[src/rtl/siw_memory_bram_pkg.sv]
// Shared types and default sizes for the BRAM port arbiter.
// State encoding is fixed so waveforms read the same across builds.
package siw_memory_bram_pkg;

    typedef enum logic [1:0] {
        IDLE = 2'd0,
        OWN0 = 2'd1,
        OWN1 = 2'd2
    } arb_state_e;

    localparam int AW_DEF        = 14;
    localparam int DW_DEF        = 32;
    localparam int RD_LAT_DEF    = 2;
    localparam int MAX_BURST_DEF = 8;

endpackage

[src/rtl/siw_memory_bram_arb_rdpipe.sv]
// Read-return tag pipeline: carries {valid, owner} alongside the BRAM latency.
// A clear drops every in-flight read so nothing returns after reset.
module siw_memory_bram_arb_rdpipe #(
    parameter int RD_LAT = 2
) (
    input  logic i_clk,
    input  logic i_rst_n,
    input  logic i_vld,
    input  logic i_tag,
    output logic o_rvalid0,
    output logic o_rvalid1
);

    logic [RD_LAT-1:0] r_vld;
    logic [RD_LAT-1:0] r_tag;

    always_ff @(posedge i_clk or negedge i_rst_n) begin
        if (!i_rst_n) begin
            r_vld <= '0;
            r_tag <= '0;
        end else begin
            r_vld[0] <= i_vld;
            r_tag[0] <= i_tag;
            for (int i = 1; i < RD_LAT; i++) begin
                r_vld[i] <= r_vld[i-1];
                r_tag[i] <= r_tag[i-1];
            end
        end
    end

    assign o_rvalid0 = r_vld[RD_LAT-1] & ~r_tag[RD_LAT-1];
    assign o_rvalid1 = r_vld[RD_LAT-1] &  r_tag[RD_LAT-1];

endmodule

[src/rtl/siw_memory_bram_arb.sv]
// Two-requester round-robin arbiter with bounded burst lock for one BRAM port.
// Grants are zero-cycle; read data is steered back by a tag pipeline.
module siw_memory_bram_arb
    import siw_memory_bram_pkg::*;
#(
    parameter int         AW        = AW_DEF,
    parameter int         DW        = DW_DEF,
    parameter int         RD_LAT    = RD_LAT_DEF,
    parameter int         MAX_BURST = MAX_BURST_DEF,
    parameter logic [1:0] WR_DELAY  = 2'd0
) (
    input  logic          siw_memory_bram_arb_clk,
    input  logic          siw_memory_bram_arb_reset_n,
    input  logic          req0,
    input  logic          req1,
    input  logic          we0,
    input  logic          we1,
    input  logic [AW-1:0] addr0,
    input  logic [AW-1:0] addr1,
    input  logic [DW-1:0] wdata0,
    input  logic [DW-1:0] wdata1,
    output logic          gnt0,
    output logic          gnt1,
    output logic          rvalid0,
    output logic          rvalid1,
    output logic [DW-1:0] rdata0,
    output logic [DW-1:0] rdata1,
    output logic          mem_enable,
    output logic          mem_write_en,
    output logic [AW-1:0] mem_address,
    output logic [DW-1:0] mem_input_data,
    output logic [1:0]    mem_conf,
    input  logic [DW-1:0] mem_output_data
);

    localparam int CW = (MAX_BURST > 1) ? $clog2(MAX_BURST) : 1;
    localparam logic [CW-1:0] LAST = CW'(MAX_BURST - 1);

    arb_state_e    r_state;
    arb_state_e    w_next;
    logic          r_last;
    logic [CW-1:0] r_cnt;
    logic          w_gnt0;
    logic          w_gnt1;

    always_comb begin
        w_next = IDLE;
        unique case (r_state)
            IDLE: begin
                if (req0 & req1)
                    w_next = r_last ? OWN0 : OWN1;
                else if (req0)
                    w_next = OWN0;
                else if (req1)
                    w_next = OWN1;
            end
            OWN0: begin
                if (req0 & (~req1 | (r_cnt < LAST)))
                    w_next = OWN0;
                else if (req1)
                    w_next = OWN1;
            end
            OWN1: begin
                if (req1 & (~req0 | (r_cnt < LAST)))
                    w_next = OWN1;
                else if (req0)
                    w_next = OWN0;
            end
            default: w_next = IDLE;
        endcase
    end

    assign w_gnt0 = (w_next == OWN0);
    assign w_gnt1 = (w_next == OWN1);

    always_ff @(posedge siw_memory_bram_arb_clk or negedge siw_memory_bram_arb_reset_n) begin
        if (!siw_memory_bram_arb_reset_n) begin
            r_state <= IDLE;
            r_last  <= 1'b1;
            r_cnt   <= '0;
        end else begin
            r_state <= w_next;
            // count only beats that keep the same owner; saturate at the lock limit
            if (w_next != IDLE && w_next == r_state) begin
                if (r_cnt != LAST)
                    r_cnt <= r_cnt + 1'b1;
            end else begin
                r_cnt <= '0;
            end
            if (w_gnt0)
                r_last <= 1'b0;
            else if (w_gnt1)
                r_last <= 1'b1;
        end
    end

    assign gnt0           = w_gnt0;
    assign gnt1           = w_gnt1;
    assign mem_enable     = w_gnt0 | w_gnt1;
    assign mem_write_en   = w_gnt0 ? we0    : (w_gnt1 ? we1    : 1'b0);
    assign mem_address    = w_gnt0 ? addr0  : (w_gnt1 ? addr1  : '0);
    assign mem_input_data = w_gnt0 ? wdata0 : (w_gnt1 ? wdata1 : '0);
    assign mem_conf       = WR_DELAY;
    assign rdata0         = mem_output_data;
    assign rdata1         = mem_output_data;

    siw_memory_bram_arb_rdpipe #(
        .RD_LAT (RD_LAT)
    ) u_rdpipe (
        .i_clk     (siw_memory_bram_arb_clk),
        .i_rst_n   (siw_memory_bram_arb_reset_n),
        .i_vld     (mem_enable & ~mem_write_en),
        .i_tag     (w_gnt1),
        .o_rvalid0 (rvalid0),
        .o_rvalid1 (rvalid1)
    );

endmodule

[config.mk]
export PLATFORM = sky130hd
export DESIGN_NAME = siw_memory_bram_arb
export DESIGN_NICKNAME = d
export VERILOG_FILES = /design/src/rtl/siw_memory_bram_pkg.sv /design/src/rtl/siw_memory_bram_arb_rdpipe.sv /design/src/rtl/siw_memory_bram_arb.sv
export SDC_FILE = /design/constraint.sdc
export NUM_CORES = 1
export LEC_CHECK = 0
export ABC_CLOCK_PERIOD_IN_PS = 2700
export BUFFER_PORTS_ARGS = -buffer_cell sky130_fd_sc_hd__buf_4
export CORE_AREA = 2 2 97 99
export DETAILED_ROUTE_END_ITERATION = 12
export DIE_AREA = 0 0 99 101
export PLACE_DENSITY_LB_ADDON = 0.05
export SLEW_MARGIN = 30
export SYNTH_ARGS = -nofsm -noshare
export SYNTH_HDL_FRONTEND = slang
export SYNTH_HIERARCHICAL = 1
export SYNTH_SLANG_ARGS = --single-unit
[constraint.sdc]
create_clock -name siw_memory_bram_arb_clk -period 2.7 [get_ports siw_memory_bram_arb_clk]
set_clock_uncertainty 0.1 [all_clocks]
set_input_delay 0.135 -clock siw_memory_bram_arb_clk [delete_from_list [all_inputs] [get_ports siw_memory_bram_arb_clk]]
set_output_delay 0.135 -clock siw_memory_bram_arb_clk [all_outputs]
set_load 0.005 [all_outputs]
-- Yosys cells after proc, flatten, opt, wreduce, memory -nomap -nowiden
Index checks and enable logic that the tools add are counted.
- reductions and logical operators: 4
- magnitude comparators: 1
- equality and inequality tests: 7
- muxes and demuxes: 18
- bitwise operators: 13
- add/subtract/negate cells: 1
- operator list (cell ; number):
    32-bit 2-to-1 mux ; 2
    14-bit 2-to-1 mux ; 2
    2-bit 2-to-1 mux ; 6
    1-bit AND ; 6
    3-bit 2-to-1 mux ; 2
    2-bit case mux with 3 select lines ; 1
    1-bit 2-to-1 mux ; 5
    2-bit by 1-bit == test with 1-bit output, second input constant ; 2
    2-bit == test, second input constant ; 2
    1-bit NOT ; 4
    2-bit nonzero test ; 2
    3-bit by 1-bit adder with 3-bit output, second input constant ; 1
    3-bit less-than comparator, second input constant ; 1
    3-bit inequality test, second input constant ; 1
    1-bit bitwise OR ; 3
    2-bit == test ; 1
    2-bit logical NOT ; 1
    2-bit by 1-bit inequality test with 1-bit output, second input constant ; 1
    1-bit logical AND ; 1
- flip-flop bits (word level): 10
- bits of input ports: 130

-- Depth between registers and ports, before layout
Gate-level depths: netlist (run 1).
- word-level depth: 10
- mapped depth: 10
- gate-level depth less buffers: 8

-- Hierarchy
The synthesis (run 1) kept the hierarchy.
- modules (own cells, without submodules) (module ; sequential area each (um2) ; cells an instance ; area each (um2) ; instances):
    siw_memory_bram_arb ; 151.4 ; 275 ; 1626.6 ; 1
    siw_memory_bram_arb_rdpipe ; 100.1 ; 6 ; 116.4 ; 1

-- Worst setup path before layout (run 1)
Ideal clock, no wire load.
- path kind: reg2out
- start point: register r_last
- end point: output port mem_input_data[22]
- stages on the path, launching flop included: 9
- slack: 333 ps
- arrival time: 2132 ps
- path through: dfstp_2 nor2b_1 nor3_1 o311ai_1 ha_1 clkbuf_1 clkbuf_1 nand2_1 o21ai_0
- RTL lines (what ; RTL line ; text):
    from (decl) ; siw_memory_bram_arb.sv:41 ; logic r_last;
    from (signal assigned) ; siw_memory_bram_arb.sv:79 ; r_last <= 1'b1;
    from (signal assigned) ; siw_memory_bram_arb.sv:91 ; r_last <= 1'b0;
    from (signal assigned) ; siw_memory_bram_arb.sv:93 ; r_last <= 1'b1;
    2-bit 2-to-1 mux ; siw_memory_bram_arb.sv:51 ; w_next = r_last ? OWN0 : OWN1;
    2-bit 2-to-1 mux ; siw_memory_bram_arb.sv:50 ; if (req0 & req1)
    2-bit case mux with 3 select lines ; siw_memory_bram_arb.sv:48 ; unique case (r_state)
    2-bit by 1-bit == test with 1-bit output ; siw_memory_bram_arb.sv:73 ; assign w_gnt0 = (w_next == OWN0);
    via gnt0 ; siw_memory_bram_arb.sv:22 ; output logic gnt0,
    32-bit 2-to-1 mux ; siw_memory_bram_arb.sv:102 ; assign mem_input_data = w_gnt0 ? wdata0 : (w_gnt1 ? wdata1 : '0);
    to (decl) ; siw_memory_bram_arb.sv:31 ; output logic [DW-1:0] mem_input_data,
The timed path passes the listed nets, and every way through them passes these cells.

-- Worst setup path after layout (run 1)
- start point: register r_last
- end point: output port mem_address[3]
- word-level cells in the longest chain between the ends: 6
- ends and longest elaborated chain (what ; RTL line ; text):
    2-bit 2-to-1 mux (*) ; siw_memory_bram_arb.sv:51 ;
    2-bit 2-to-1 mux (*) ; siw_memory_bram_arb.sv:50 ;
    2-bit case mux with 3 select lines (*) ; siw_memory_bram_arb.sv:48 ;
    2-bit == test ; siw_memory_bram_arb.sv:74 ; assign w_gnt1 = (w_next == OWN1);
    14-bit 2-to-1 mux ; siw_memory_bram_arb.sv:101 ; assign mem_address = w_gnt0 ? addr0 : (w_gnt1 ? addr1 : '0);
    14-bit 2-to-1 mux (*) ; siw_memory_bram_arb.sv:101 ;
    to (decl) ; siw_memory_bram_arb.sv:30 ; output logic [AW-1:0] mem_address,
Every way passes the cells marked *; elsewhere a longest branch is shown, timed or not.

==> results of run 1 <==
[flip-flops by register name, indices dropped and copies added, names as in the netlist]
name,count
r_state,2
r_last,1
u_rdpipe/r_tag,2
u_rdpipe/r_vld,2
r_cnt,3
[layout make-up]
class | instances | share of cell area (%)
repair buffers | 166 | 48.1
flip-flops and latches | 10 | 9.19
clock buffers | 4 | 2.01
multi-input cells | 183 | 34.9
inverters | 5 | 0.686
well taps | 111 | 5.08
[report_power, final]
| group | total, mW | internal [mW] | switching, mW |
|---|---|---|---|
| sequential | 0.211 | 0.183 | 0.0286 |
| combinational | 0.734 | 0.413 | 0.321 |
| clock | 0.188 | 0.128 | 0.0600 |
[critical path, cell delays in order (launching register included)]
cell	delay, ps
sky130_fd_sc_hd__dfstp_2	570
sky130_fd_sc_hd__nor2b_4	160
sky130_fd_sc_hd__nor3_1	60
sky130_fd_sc_hd__o311ai_2	380
sky130_fd_sc_hd__buf_4	190
sky130_fd_sc_hd__ha_4	210
sky130_fd_sc_hd__buf_12	170
sky130_fd_sc_hd__nand2_1	60
sky130_fd_sc_hd__o21ai_1	120
sky130_fd_sc_hd__buf_4	150
[how the worst max path moves through the flow]
stage                  start                 end  slack, ps  cells past startpoint
global route        r_cnt[0]      mem_address[5]        -20                     10
CTS                 r_cnt[0]      mem_address[3]         30                      8
floorplan             r_last  mem_input_data[22]        330                      8
global placement      r_last        mem_write_en        160                      8
detailed placement  r_cnt[0]      mem_address[3]        140                      8
finish                r_last      mem_address[3]        130                      9
[cell families (layout without fill, tap and decap cells)]
| family | count (synthesis) | count (layout) | share of synthesized area, % |
|---|---|---|---|
| xor gates and xnor gates | 1 | 1 | 0.503 |
| AOI/OAI and AO/OA | 55 | 55 | 18.3 |
| DFF | 10 | 10 | 14.4 |
| muxes | 2 | 2 | 1.15 |
| buffers and inverters | 89 | 175 | 34.0 |
| and+or+nand+nor | 118 | 118 | 27.8 |
| adders and majority gates | 5 | 5 | 3.59 |
| other | 1 | 2 | 0.215 |
[cells in the mapped netlist, drive strengths merged, types with 2 or more instances]
| cell type | instances |
|---|---|
| nor2b | 2 |
| clkbuf | 11 |
| a21oi | 2 |
| mux2i | 2 |
| nand2 | 96 |
| buf | 73 |
| nor2 | 5 |
| nand3 | 2 |
| a211oi | 2 |
| o311ai | 3 |
| ha | 5 |
| o21ai | 47 |
| nor3 | 7 |
| dfrtp | 9 |
| inv | 5 |
[stage by stage]
| stage | setup slack [ps] | std cells | TNS, ps |
|---|---|---|---|
| CTS | 30.6 | 473 | 0 |
| finish | 135 | 479 | 0 |
| global route | -23.3 | 479 | -45.7 |
| detailed placement | 141 | 466 | 0 |
| global placement | 159 | 466 | 0 |
| floorplan | 333 | 282 | 0 |
[routing by layer]
| layer | track usage (%) | wire [um] |
|---|---|---|
| met5 | 0 | 0 |
| met2 | 23.2 | 3720 |
| met4 | 2.32 | 39 |
| met1 | 12.3 | 2290 |
| met3 | 6.66 | 746 |
[repair_timing]
| item | 4_1_cts | 5_1_grt |
|---|---|---|
| hold buffers | 1 | 0 |
| cloned | 0 | 1 |
| pin swaps | 1 | 2 |
| gates resized for setup | 2 | 12 |
| setup endpoints to repair | 23 | 46 |
| buffers inserted | 2 | 5 |
| endpoints found under the hold margin | 10 | 0 |
==> impl_metrics.xml, run 1 <==
<?xml version="1.0" encoding="UTF-8"?>
<metrics>
  <group name="status">
    <metric name="outcome" unit="">finished clean</metric>
  </group>
  <group name="die">
    <metric name="pin_count" unit="">248</metric>
    <metric name="full_die_area" unit="um^2">10000</metric>
    <metric name="fp-row-count" unit="">35</metric>
    <metric name="chipHeight" unit="um">101</metric>
    <metric name="initial_utilization" unit="%">19.4</metric>
    <metric name="die_width" unit="um">99</metric>
    <metric name="design.core.area" unit="um^2">8980</metric>
  </group>
  <group name="layout">
    <metric name="layout_common_cells" unit="">sky130_fd_sc_hd__buf_4 (160), sky130_fd_sc_hd__nand2_1 (96), sky130_fd_sc_hd__o21ai_0 (45)</metric>
    <metric name="post_route_cells_drive_above_1_share" unit="%">49.5</metric>
    <metric name="number_of_nets_at_the_end_of_the_flow" unit="">504</metric>
    <metric name="post-route-util" unit="%">30.5</metric>
    <metric name="synthToLayoutAreaGrowth" unit="%">56.9</metric>
    <metric name="regArea" unit="um^2">251</metric>
    <metric name="nFillCells" unit="">998</metric>
    <metric name="multi_input_comb_area" unit="um^2">955</metric>
    <metric name="layout.cells.most_common" unit="">sky130_fd_sc_hd__buf_4</metric>
    <metric name="finish.instance_area" unit="um^2">2740</metric>
    <metric name="antenna-diode-count" unit="">0</metric>
  </group>
  <group name="route">
    <metric name="total_length_of_routed_wires" unit="um">6800</metric>
    <metric name="route.detailed.vias_per_inst" unit="">4.12</metric>
    <metric name="remaining_drc_errors" unit="">0</metric>
    <metric name="detail_route.iter0.violations" unit="">51</metric>
    <metric name="num_vias" unit="">1973</metric>
    <metric name="per_cell_routed_wire_length" unit="um">14.2</metric>
    <metric name="first_pass_iters" unit="">4</metric>
    <metric name="drtAntennaViolNets" unit="">0</metric>
  </group>
  <group name="logic_synthesis">
    <metric name="synth_top_cell_area_share" unit="%">28.4</metric>
    <metric name="synth_edf_count" unit="">0</metric>
    <metric name="synthFlopType" unit="">sky130_fd_sc_hd__dfrtp_1</metric>
    <metric name="share_of_the_yosys_chip_area_belonging_to_registers" unit="%">14.4</metric>
    <metric name="syn_avg_cell_area" unit="um^2">6.20</metric>
    <metric name="ys.warnings.count" unit="">6</metric>
    <metric name="postSynthRegisterBits" unit="">10</metric>
    <metric name="synth-async-reset-ratio" unit="%">100</metric>
    <metric name="netlist.top_cell.by_area" unit="">sky130_fd_sc_hd__buf_4</metric>
    <metric name="yosys-top-cells-area" unit="">sky130_fd_sc_hd__buf_4 (28%), sky130_fd_sc_hd__nand2_1 (21%), sky130_fd_sc_hd__o21ai_0 (13%)</metric>
    <metric name="synth_cells" unit="">281</metric>
    <metric name="synth.cell_area" unit="um^2">1740</metric>
    <metric name="synth.lib_cells_used.distinct" unit="">31</metric>
  </group>
  <group name="clock_network">
    <metric name="clock_transition_at_the_register_clock_pins_on_the_worst_setup_and_hold_paths_after_cts" unit="ps">50</metric>
    <metric name="cts_buffers" unit="">3</metric>
    <metric name="clock_insertion_delay_worst_skew" unit="ps">230</metric>
    <metric name="clock_tree_root_buffer_cell" unit="">sky130_fd_sc_hd__clkbuf_8</metric>
    <metric name="cts_tree" unit="">done</metric>
    <metric name="cts.htree.levels" unit="">1</metric>
    <metric name="clockBufferDepth" unit="">2</metric>
    <metric name="numClockSinks" unit="">10</metric>
  </group>
  <group name="power_and_ir_drop">
    <metric name="power_per_cell_area" unit="nW/um^2">415</metric>
    <metric name="fin_total_pwr" unit="mW">1.13</metric>
    <metric name="p_leak" unit="nW">1.34</metric>
    <metric name="peakVddDrop" unit="mV">0.117</metric>
  </group>
  <group name="critical_path">
    <metric name="worst_ep_arrival_time" unit="ps">2330</metric>
    <metric name="worst_r2r_startpoint" unit="">r_last</metric>
    <metric name="worst_setup_path_start_kind" unit="">flip-flop</metric>
    <metric name="reg2reg_to" unit="">u_rdpipe/r_vld[0]</metric>
    <metric name="worst_setup_path_category" unit="">reg2out</metric>
    <metric name="worst_r2r_path_depth" unit="">9</metric>
    <metric name="setup.reg_to_reg.worst_slack" unit="ps">510</metric>
    <metric name="timing.critical_path.fanout_max" unit="">23</metric>
    <metric name="cp_data_required_time" unit="ps">2470</metric>
    <metric name="end_kind" unit="">primary output</metric>
  </group>
  <group name="sta">
    <metric name="timing.final.crit_period" unit="ps">2570</metric>
    <metric name="hold-worst-slack" unit="ps">93.4</metric>
    <metric name="final-max-slew-violation-count" unit="">0</metric>
    <metric name="timing_limited_maximum_frequency" unit="GHz">0.390</metric>
    <metric name="final.period_utilization" unit="%">95.0</metric>
    <metric name="count_of_endpoints_failing_hold_in_the_final_timing_report" unit="">0</metric>
    <metric name="finalSetupViolCount" unit="">0</metric>
  </group>
  <group name="global_route">
    <metric name="grt_max_degree" unit="">46</metric>
    <metric name="grt_usage" unit="%">12.4</metric>
    <metric name="number_of_antenna_violations_at_the_first_check_in_global_routing" unit="">0</metric>
    <metric name="grt_first_pass_wirelength" unit="um">9830</metric>
    <metric name="grt_remaining_overflow" unit="">0</metric>
    <metric name="grt_pass1_vias" unit="">1973</metric>
  </group>
  <group name="worst_hold_path">
    <metric name="hold_depth" unit="">4</metric>
    <metric name="timing.hold.worst_endpoint" unit="">u_rdpipe/r_vld[0]</metric>
    <metric name="worst_hold_path_type" unit="">in2reg</metric>
    <metric name="min_from" unit="">we0</metric>
  </group>
  <group name="place">
    <metric name="post_dp_cell_area" unit="um^2">2530</metric>
    <metric name="buffer_ports.inserted" unit="">149</metric>
    <metric name="final_wtd_congestion" unit="">0.804</metric>
    <metric name="place.detailed.hpwl" unit="um">5470</metric>
  </group>
  <group name="job">
    <metric name="max_cap_violations" unit="">0</metric>
  </group>
</metrics>
Note: power is estimated with default switching activity, not from simulation.
==> inputs of run 2 (changes only) <==
- RECOVER_POWER: unset -> 100
==> impl_metrics.xml, run 2 (synthesis results as in run 1) <==
<?xml version="1.0" encoding="UTF-8"?>
<metrics>
  <group name="status">
    <metric name="outcome" unit="">finished clean</metric>
  </group>
  <group name="critical_path">
    <metric name="worst_ep_arrival_time" unit="ps">2330</metric>
    <metric name="worst_setup_path_start_kind" unit="">flip-flop</metric>
    <metric name="slowest_stage" unit="">sky130_fd_sc_hd__dfstp_2</metric>
    <metric name="cpLargestDelayFamily" unit="">flip-flops</metric>
    <metric name="cp_num_buf_inv" unit="">3</metric>
    <metric name="end_kind" unit="">primary output</metric>
    <metric name="crit_top_cell" unit="">sky130_fd_sc_hd__buf_4</metric>
    <metric name="timing.critical_path.fanout_max" unit="">23</metric>
    <metric name="worst_setup_path_category" unit="">reg2out</metric>
    <metric name="worst_path_largest_cell_delay" unit="ps">570</metric>
    <metric name="cell_chain_critical_path" unit="">nor2b_4 &gt; nor3_1 &gt; o311ai_2 &gt; buf_4 &gt; ha_4 &gt; buf_12 &gt; nand2_1 &gt; o21ai_1 &gt; buf_4</metric>
    <metric name="cp_data_required_time" unit="ps">2470</metric>
  </group>
  <group name="route">
    <metric name="first_pass_iters" unit="">4</metric>
    <metric name="total_length_of_routed_wires" unit="um">6800</metric>
    <metric name="drtAntennaViolNets" unit="">0</metric>
    <metric name="detail_route.iter0.violations" unit="">51</metric>
    <metric name="num_vias" unit="">1973</metric>
    <metric name="per_cell_routed_wire_length" unit="um">14.2</metric>
    <metric name="route.detailed.vias_per_inst" unit="">4.12</metric>
    <metric name="remaining_drc_errors" unit="">0</metric>
  </group>
  <group name="clock_network">
    <metric name="cts_tree" unit="">done</metric>
    <metric name="clock_tree_root_buffer_cell" unit="">sky130_fd_sc_hd__clkbuf_8</metric>
    <metric name="numClockSinks" unit="">10</metric>
    <metric name="cts.htree.levels" unit="">1</metric>
    <metric name="clock_transition_at_the_register_clock_pins_on_the_worst_setup_and_hold_paths_after_cts" unit="ps">50</metric>
    <metric name="clock_insertion_delay_worst_skew" unit="ps">230</metric>
    <metric name="cts_buffers" unit="">3</metric>
    <metric name="clockBufferDepth" unit="">2</metric>
  </group>
  <group name="die">
    <metric name="pin_count" unit="">248</metric>
    <metric name="die_width" unit="um">99</metric>
    <metric name="chipHeight" unit="um">101</metric>
    <metric name="fp-row-count" unit="">35</metric>
    <metric name="design.core.area" unit="um^2">8980</metric>
    <metric name="initial_utilization" unit="%">19.4</metric>
    <metric name="full_die_area" unit="um^2">10000</metric>
  </group>
  <group name="sta">
    <metric name="final_critical_path_setup_slack" unit="ps">135</metric>
    <metric name="hold-worst-slack" unit="ps">93.4</metric>
    <metric name="final-max-slew-violation-count" unit="">0</metric>
    <metric name="timing_limited_maximum_frequency" unit="GHz">0.390</metric>
    <metric name="worst_slew_pin_slew" unit="ps">541</metric>
    <metric name="timing.final.crit_period" unit="ps">2570</metric>
    <metric name="totalNegativeSetupSlack" unit="ps">0</metric>
    <metric name="count_of_endpoints_failing_hold_in_the_final_timing_report" unit="">0</metric>
    <metric name="final.period_utilization" unit="%">95.0</metric>
    <metric name="finalSetupViolCount" unit="">0</metric>
    <metric name="timing.slew.headroom" unit="%">63.9</metric>
  </group>
  <group name="place">
    <metric name="final_wtd_congestion" unit="">0.804</metric>
    <metric name="post_dp_cell_area" unit="um^2">2530</metric>
    <metric name="dp_slack" unit="ps">141</metric>
    <metric name="place.detailed.hpwl" unit="um">5470</metric>
    <metric name="buffer_ports.inserted" unit="">149</metric>
    <metric name="placed_cell_count" unit="">466</metric>
  </group>
  <group name="layout">
    <metric name="largest_register_ffs" unit="">3</metric>
    <metric name="number_of_nets_at_the_end_of_the_flow" unit="">504</metric>
    <metric name="nFillCells" unit="">1000</metric>
    <metric name="layout.cells.most_common" unit="">sky130_fd_sc_hd__buf_4</metric>
    <metric name="finish.instance_area" unit="um^2">2730</metric>
    <metric name="registers.top_by_ff_count" unit="">r_cnt</metric>
    <metric name="post-route-util" unit="%">30.4</metric>
    <metric name="synthToLayoutAreaGrowth" unit="%">56.7</metric>
    <metric name="post_route_cells_drive_above_1_share" unit="%">49.2</metric>
    <metric name="layoutNonFillerInstCount" unit="">479</metric>
    <metric name="antenna-diode-count" unit="">0</metric>
    <metric name="layout_common_cells" unit="">sky130_fd_sc_hd__buf_4 (157), sky130_fd_sc_hd__nand2_1 (96), sky130_fd_sc_hd__o21ai_0 (45)</metric>
  </group>
  <group name="global_route">
    <metric name="number_of_antenna_violations_at_the_first_check_in_global_routing" unit="">0</metric>
    <metric name="grt_usage" unit="%">12.4</metric>
    <metric name="grt_remaining_overflow" unit="">0</metric>
    <metric name="grt_pass1_vias" unit="">1973</metric>
    <metric name="grt_max_degree" unit="">46</metric>
    <metric name="grt_first_pass_wirelength" unit="um">9830</metric>
  </group>
  <group name="job">
    <metric name="max_cap_violations" unit="">0</metric>
  </group>
  <group name="power_and_ir_drop">
    <metric name="power_per_cell_area" unit="nW/um^2">415</metric>
    <metric name="peakVddDrop" unit="mV">0.117</metric>
    <metric name="fin_total_pwr" unit="mW">1.13</metric>
    <metric name="p_leak" unit="nW">1.33</metric>
  </group>
  <group name="worst_hold_path">
    <metric name="worst_hold_path_type" unit="">in2reg</metric>
  </group>
</metrics>
run 2: cell count changes in the layout (fill, tap and decap cells not counted):
| cell | before | now |
|---|---|---|
| sky130_fd_sc_hd__clkbuf_1 | 0 | 1 |
| sky130_fd_sc_hd__clkbuf_4 | 0 | 2 |
| sky130_fd_sc_hd__buf_4 | 160 | 157 |
run 2: per-layer routing:
metal  routed length, um  track usage, %  vias to the layer above  part of all wire (%)
met2                3720            23.2                       86                    55
met1                2290            12.3                      867                    34
met4                  39            2.32                        0                  0.57
met3                 744            6.66                        9                    11
met5                   0               0                        -                     0
li1                    -               -                     1011                     -
run 2: where the power goes:
group / leakage [nW] / switching [mW] / internal [mW] / total (mW)
Clock: 0.0288 / 0.0600 / 0.128 / 0.188
Sequential: 0.128 / 0.0286 / 0.183 / 0.211
Combinational: 1.18 / 0.321 / 0.412 / 0.733
Total: 1.33 / 0.410 / 0.723 / 1.13
run 2: timing repair:
| action | in CTS | in global routing |
|---|---|---|
| endpoints found under the setup margin | 23 | 46 |
| gates cloned | 0 | 1 |
| pin swaps | 1 | 2 |
| hold buffers | 1 | 0 |
| hold endpoints to repair | 10 | 0 |
| buffers inserted | 2 | 5 |
| gates resized for setup | 2 | 12 |
run 2: path summary, 6_finish.rpt:
check / start / slack (ps) / depth (start not counted) / to
worst max-delay path: r_last / 130 / 9 / mem_address[3]
worst min-delay path: we0 / 90 / 4 / u_rdpipe/r_vld[0]
worst max register to register: r_last / 510 / 9 / u_rdpipe/r_vld[0]
worst min register to register: u_rdpipe/r_tag[0] / 250 / 0 / u_rdpipe/r_tag[1]
max in group asynchronous: siw_memory_bram_arb_reset_n / 1840 / 2 / r_last
min in group asynchronous: siw_memory_bram_arb_reset_n / 290 / 2 / r_cnt[0]
run 2: area by class of cell:
class / instances / area [um^2] / area share, %
inverter: 5 / 18.8 / 0.687
clock buffer: 4 / 55.1 / 2.02
sequential: 10 / 251 / 9.21
multi-input combinational: 183 / 955 / 35.0
tap: 111 / 139 / 5.08
timing repair buffer: 166 / 1310 / 48.1
run 2: worst reg2reg max path: cells and delay by family (launching register included):
family | cells | cell delay (ps)
AOI/OAI and AO/OA | 2 | 480
DFF | 1 | 570
adders and majority gates | 1 | 210
and+or+nand+nor | 4 | 340
buffers and inverters | 2 | 370
==> inputs of run 3 (changes only) <==
- CORE_AREA: 2 2 97 99 -> 2 2 96 98
- CTS_CLUSTER_DIAMETER: unset -> 40
- DIE_AREA: 0 0 99 101 -> 0 0 98 100
==> impl_metrics.xml, run 3 (synthesis results as in run 1) <==
<?xml version="1.0" encoding="UTF-8"?>
<metrics>
  <group name="status">
    <metric name="outcome" unit="">finished clean</metric>
  </group>
  <group name="layout">
    <metric name="synthToLayoutAreaGrowth" unit="%">53.1</metric>
    <metric name="layout_common_cells" unit="">sky130_fd_sc_hd__buf_4 (149), sky130_fd_sc_hd__nand2_1 (96), sky130_fd_sc_hd__o21ai_0 (44)</metric>
    <metric name="largest_register_ffs" unit="">3</metric>
    <metric name="number_of_nets_at_the_end_of_the_flow" unit="">497</metric>
    <metric name="antenna-diode-count" unit="">0</metric>
    <metric name="registers.top_by_ff_count" unit="">r_cnt</metric>
    <metric name="post_route_cells_drive_above_1_share" unit="%">47.6</metric>
    <metric name="finish.instance_area" unit="um^2">2670</metric>
    <metric name="layout.cells.most_common" unit="">sky130_fd_sc_hd__buf_4</metric>
    <metric name="post-route-util" unit="%">30.0</metric>
    <metric name="layoutNonFillerInstCount" unit="">472</metric>
  </group>
  <group name="route">
    <metric name="remaining_drc_errors" unit="">0</metric>
    <metric name="route.detailed.vias_per_inst" unit="">4.17</metric>
    <metric name="drtAntennaViolNets" unit="">0</metric>
    <metric name="num_vias" unit="">1968</metric>
    <metric name="per_cell_routed_wire_length" unit="um">14.4</metric>
    <metric name="total_length_of_routed_wires" unit="um">6820</metric>
    <metric name="first_pass_iters" unit="">4</metric>
    <metric name="detail_route.iter0.violations" unit="">42</metric>
  </group>
  <group name="power_and_ir_drop">
    <metric name="peakVddDrop" unit="mV">0.147</metric>
    <metric name="power_per_cell_area" unit="nW/um^2">412</metric>
    <metric name="p_leak" unit="nW">1.29</metric>
    <metric name="fin_total_pwr" unit="mW">1.10</metric>
  </group>
  <group name="worst_hold_path">
    <metric name="worst_hold_path_type" unit="">in2reg</metric>
  </group>
  <group name="critical_path">
    <metric name="worst_path_largest_cell_delay" unit="ps">410</metric>
    <metric name="cp_data_required_time" unit="ps">2470</metric>
    <metric name="cell_chain_critical_path" unit="">and3_2 &gt; nor3_1 &gt; o311ai_2 &gt; buf_4 &gt; inv_1 &gt; ha_4 &gt; buf_12 &gt; nand2_1 &gt; o21ai_0 &gt; buf_4</metric>
    <metric name="worst_ep_arrival_time" unit="ps">2300</metric>
    <metric name="end_kind" unit="">primary output</metric>
    <metric name="slowest_stage" unit="">sky130_fd_sc_hd__dfrtp_1</metric>
    <metric name="timing.critical_path.fanout_max" unit="">17</metric>
    <metric name="worst_setup_path_start_kind" unit="">flip-flop</metric>
    <metric name="crit_top_cell" unit="">sky130_fd_sc_hd__buf_4</metric>
    <metric name="worst_setup_path_category" unit="">reg2out</metric>
  </group>
  <group name="sta">
    <metric name="timing_limited_maximum_frequency" unit="GHz">0.394</metric>
    <metric name="finalSetupViolCount" unit="">0</metric>
    <metric name="worst_slew_pin_slew" unit="ps">563</metric>
    <metric name="timing.slew.headroom" unit="%">62.4</metric>
    <metric name="rsz_0062_raised_after_global_routing" unit="">yes</metric>
    <metric name="timing.final.crit_period" unit="ps">2540</metric>
    <metric name="count_of_endpoints_failing_hold_in_the_final_timing_report" unit="">0</metric>
    <metric name="hold-worst-slack" unit="ps">114</metric>
    <metric name="final-max-slew-violation-count" unit="">0</metric>
    <metric name="final.period_utilization" unit="%">94.0</metric>
  </group>
  <group name="place">
    <metric name="post_dp_cell_area" unit="um^2">2500</metric>
    <metric name="placed_cell_count" unit="">463</metric>
    <metric name="final_wtd_congestion" unit="">0.752</metric>
    <metric name="buffer_ports.inserted" unit="">149</metric>
    <metric name="place.detailed.hpwl" unit="um">5300</metric>
  </group>
  <group name="clock_network">
    <metric name="cts.htree.levels" unit="">1</metric>
    <metric name="clock_transition_at_the_register_clock_pins_on_the_worst_setup_and_hold_paths_after_cts" unit="ps">50</metric>
    <metric name="clockBufferDepth" unit="">2</metric>
    <metric name="cts_buffers" unit="">3</metric>
    <metric name="clock_tree_root_buffer_cell" unit="">sky130_fd_sc_hd__clkbuf_8</metric>
    <metric name="clock_insertion_delay_worst_skew" unit="ps">230</metric>
    <metric name="cts_tree" unit="">done</metric>
    <metric name="numClockSinks" unit="">10</metric>
  </group>
  <group name="global_route">
    <metric name="grt_usage" unit="%">12.2</metric>
    <metric name="grt_max_degree" unit="">70</metric>
    <metric name="grt_first_pass_wirelength" unit="um">9640</metric>
    <metric name="grt_remaining_overflow" unit="">0</metric>
    <metric name="grt_pass1_vias" unit="">1899</metric>
    <metric name="number_of_antenna_violations_at_the_first_check_in_global_routing" unit="">0</metric>
  </group>
  <group name="die">
    <metric name="full_die_area" unit="um^2">9800</metric>
    <metric name="chipHeight" unit="um">100</metric>
    <metric name="initial_utilization" unit="%">19.6</metric>
    <metric name="fp-row-count" unit="">35</metric>
    <metric name="pin_count" unit="">248</metric>
    <metric name="die_width" unit="um">98</metric>
    <metric name="design.core.area" unit="um^2">8890</metric>
  </group>
  <group name="job">
    <metric name="max_cap_violations" unit="">0</metric>
  </group>
</metrics>
[run 3: final cells by class]
class | instances | area, um^2
Clock buffer | 4 | 55.1
Fill cell | 1023 | 6220
Inverter | 5 | 18.8
Multi-Input combinational cell | 183 | 943
Sequential cell | 10 | 251
Tap cell | 111 | 139
Timing Repair Buffer | 159 | 1260
[run 3: report_power, final]
part / switching, mW / internal (mW) / total, mW
Combinational: 0.321 / 0.386 / 0.707
Sequential: 0.0263 / 0.183 / 0.209
Clock: 0.0562 / 0.128 / 0.184
[run 3: stage by stage]
step	setup slack, ps	setup TNS (ps)
floorplan	333	0
global placement	225	0
detailed placement	237	0
CTS	84.1	0
global route	-31.2	-74.9
finish	163	0
[run 3: path summary, 6_finish.rpt]
path	cells after the start	slack, ps	startpoint	to
worst max-delay path	10	160	r_cnt[0]	mem_input_data[2]
worst min-delay path	4	110	we0	u_rdpipe/r_vld[0]
worst max register to register	10	500	r_cnt[0]	u_rdpipe/r_vld[0]
worst min register to register	0	240	u_rdpipe/r_tag[0]	u_rdpipe/r_tag[1]
max in group asynchronous	2	1820	siw_memory_bram_arb_reset_n	r_last
min in group asynchronous	2	300	siw_memory_bram_arb_reset_n	u_rdpipe/r_vld[1]
[run 3: critical path, delay by kind of cell (launching register included)]
family / cells / cell delay (ps)
compound gates: 2 / 330
fa+ha+maj: 1 / 190
buf+inv: 4 / 570
flops: 1 / 410
simple gates: 3 / 560
[run 3: repair_timing]
action	CTS	global route
gates cloned	0	2
hold buffers	1	0
setup buffers	0	2
hold endpoints to repair	10	0
resized for setup	2	8
pin swaps	0	1
setup endpoints to repair	5	32
[run 3: layer usage]
layer  vias to the layer above  wire, um  global-route usage [%]
li1                        995         -                       -
met1                       877      2530                    13.0
met2                        84      3540                    21.5
met3                        12       679                    6.06
met4                         0        65                    3.10
met5                         -         0                       0
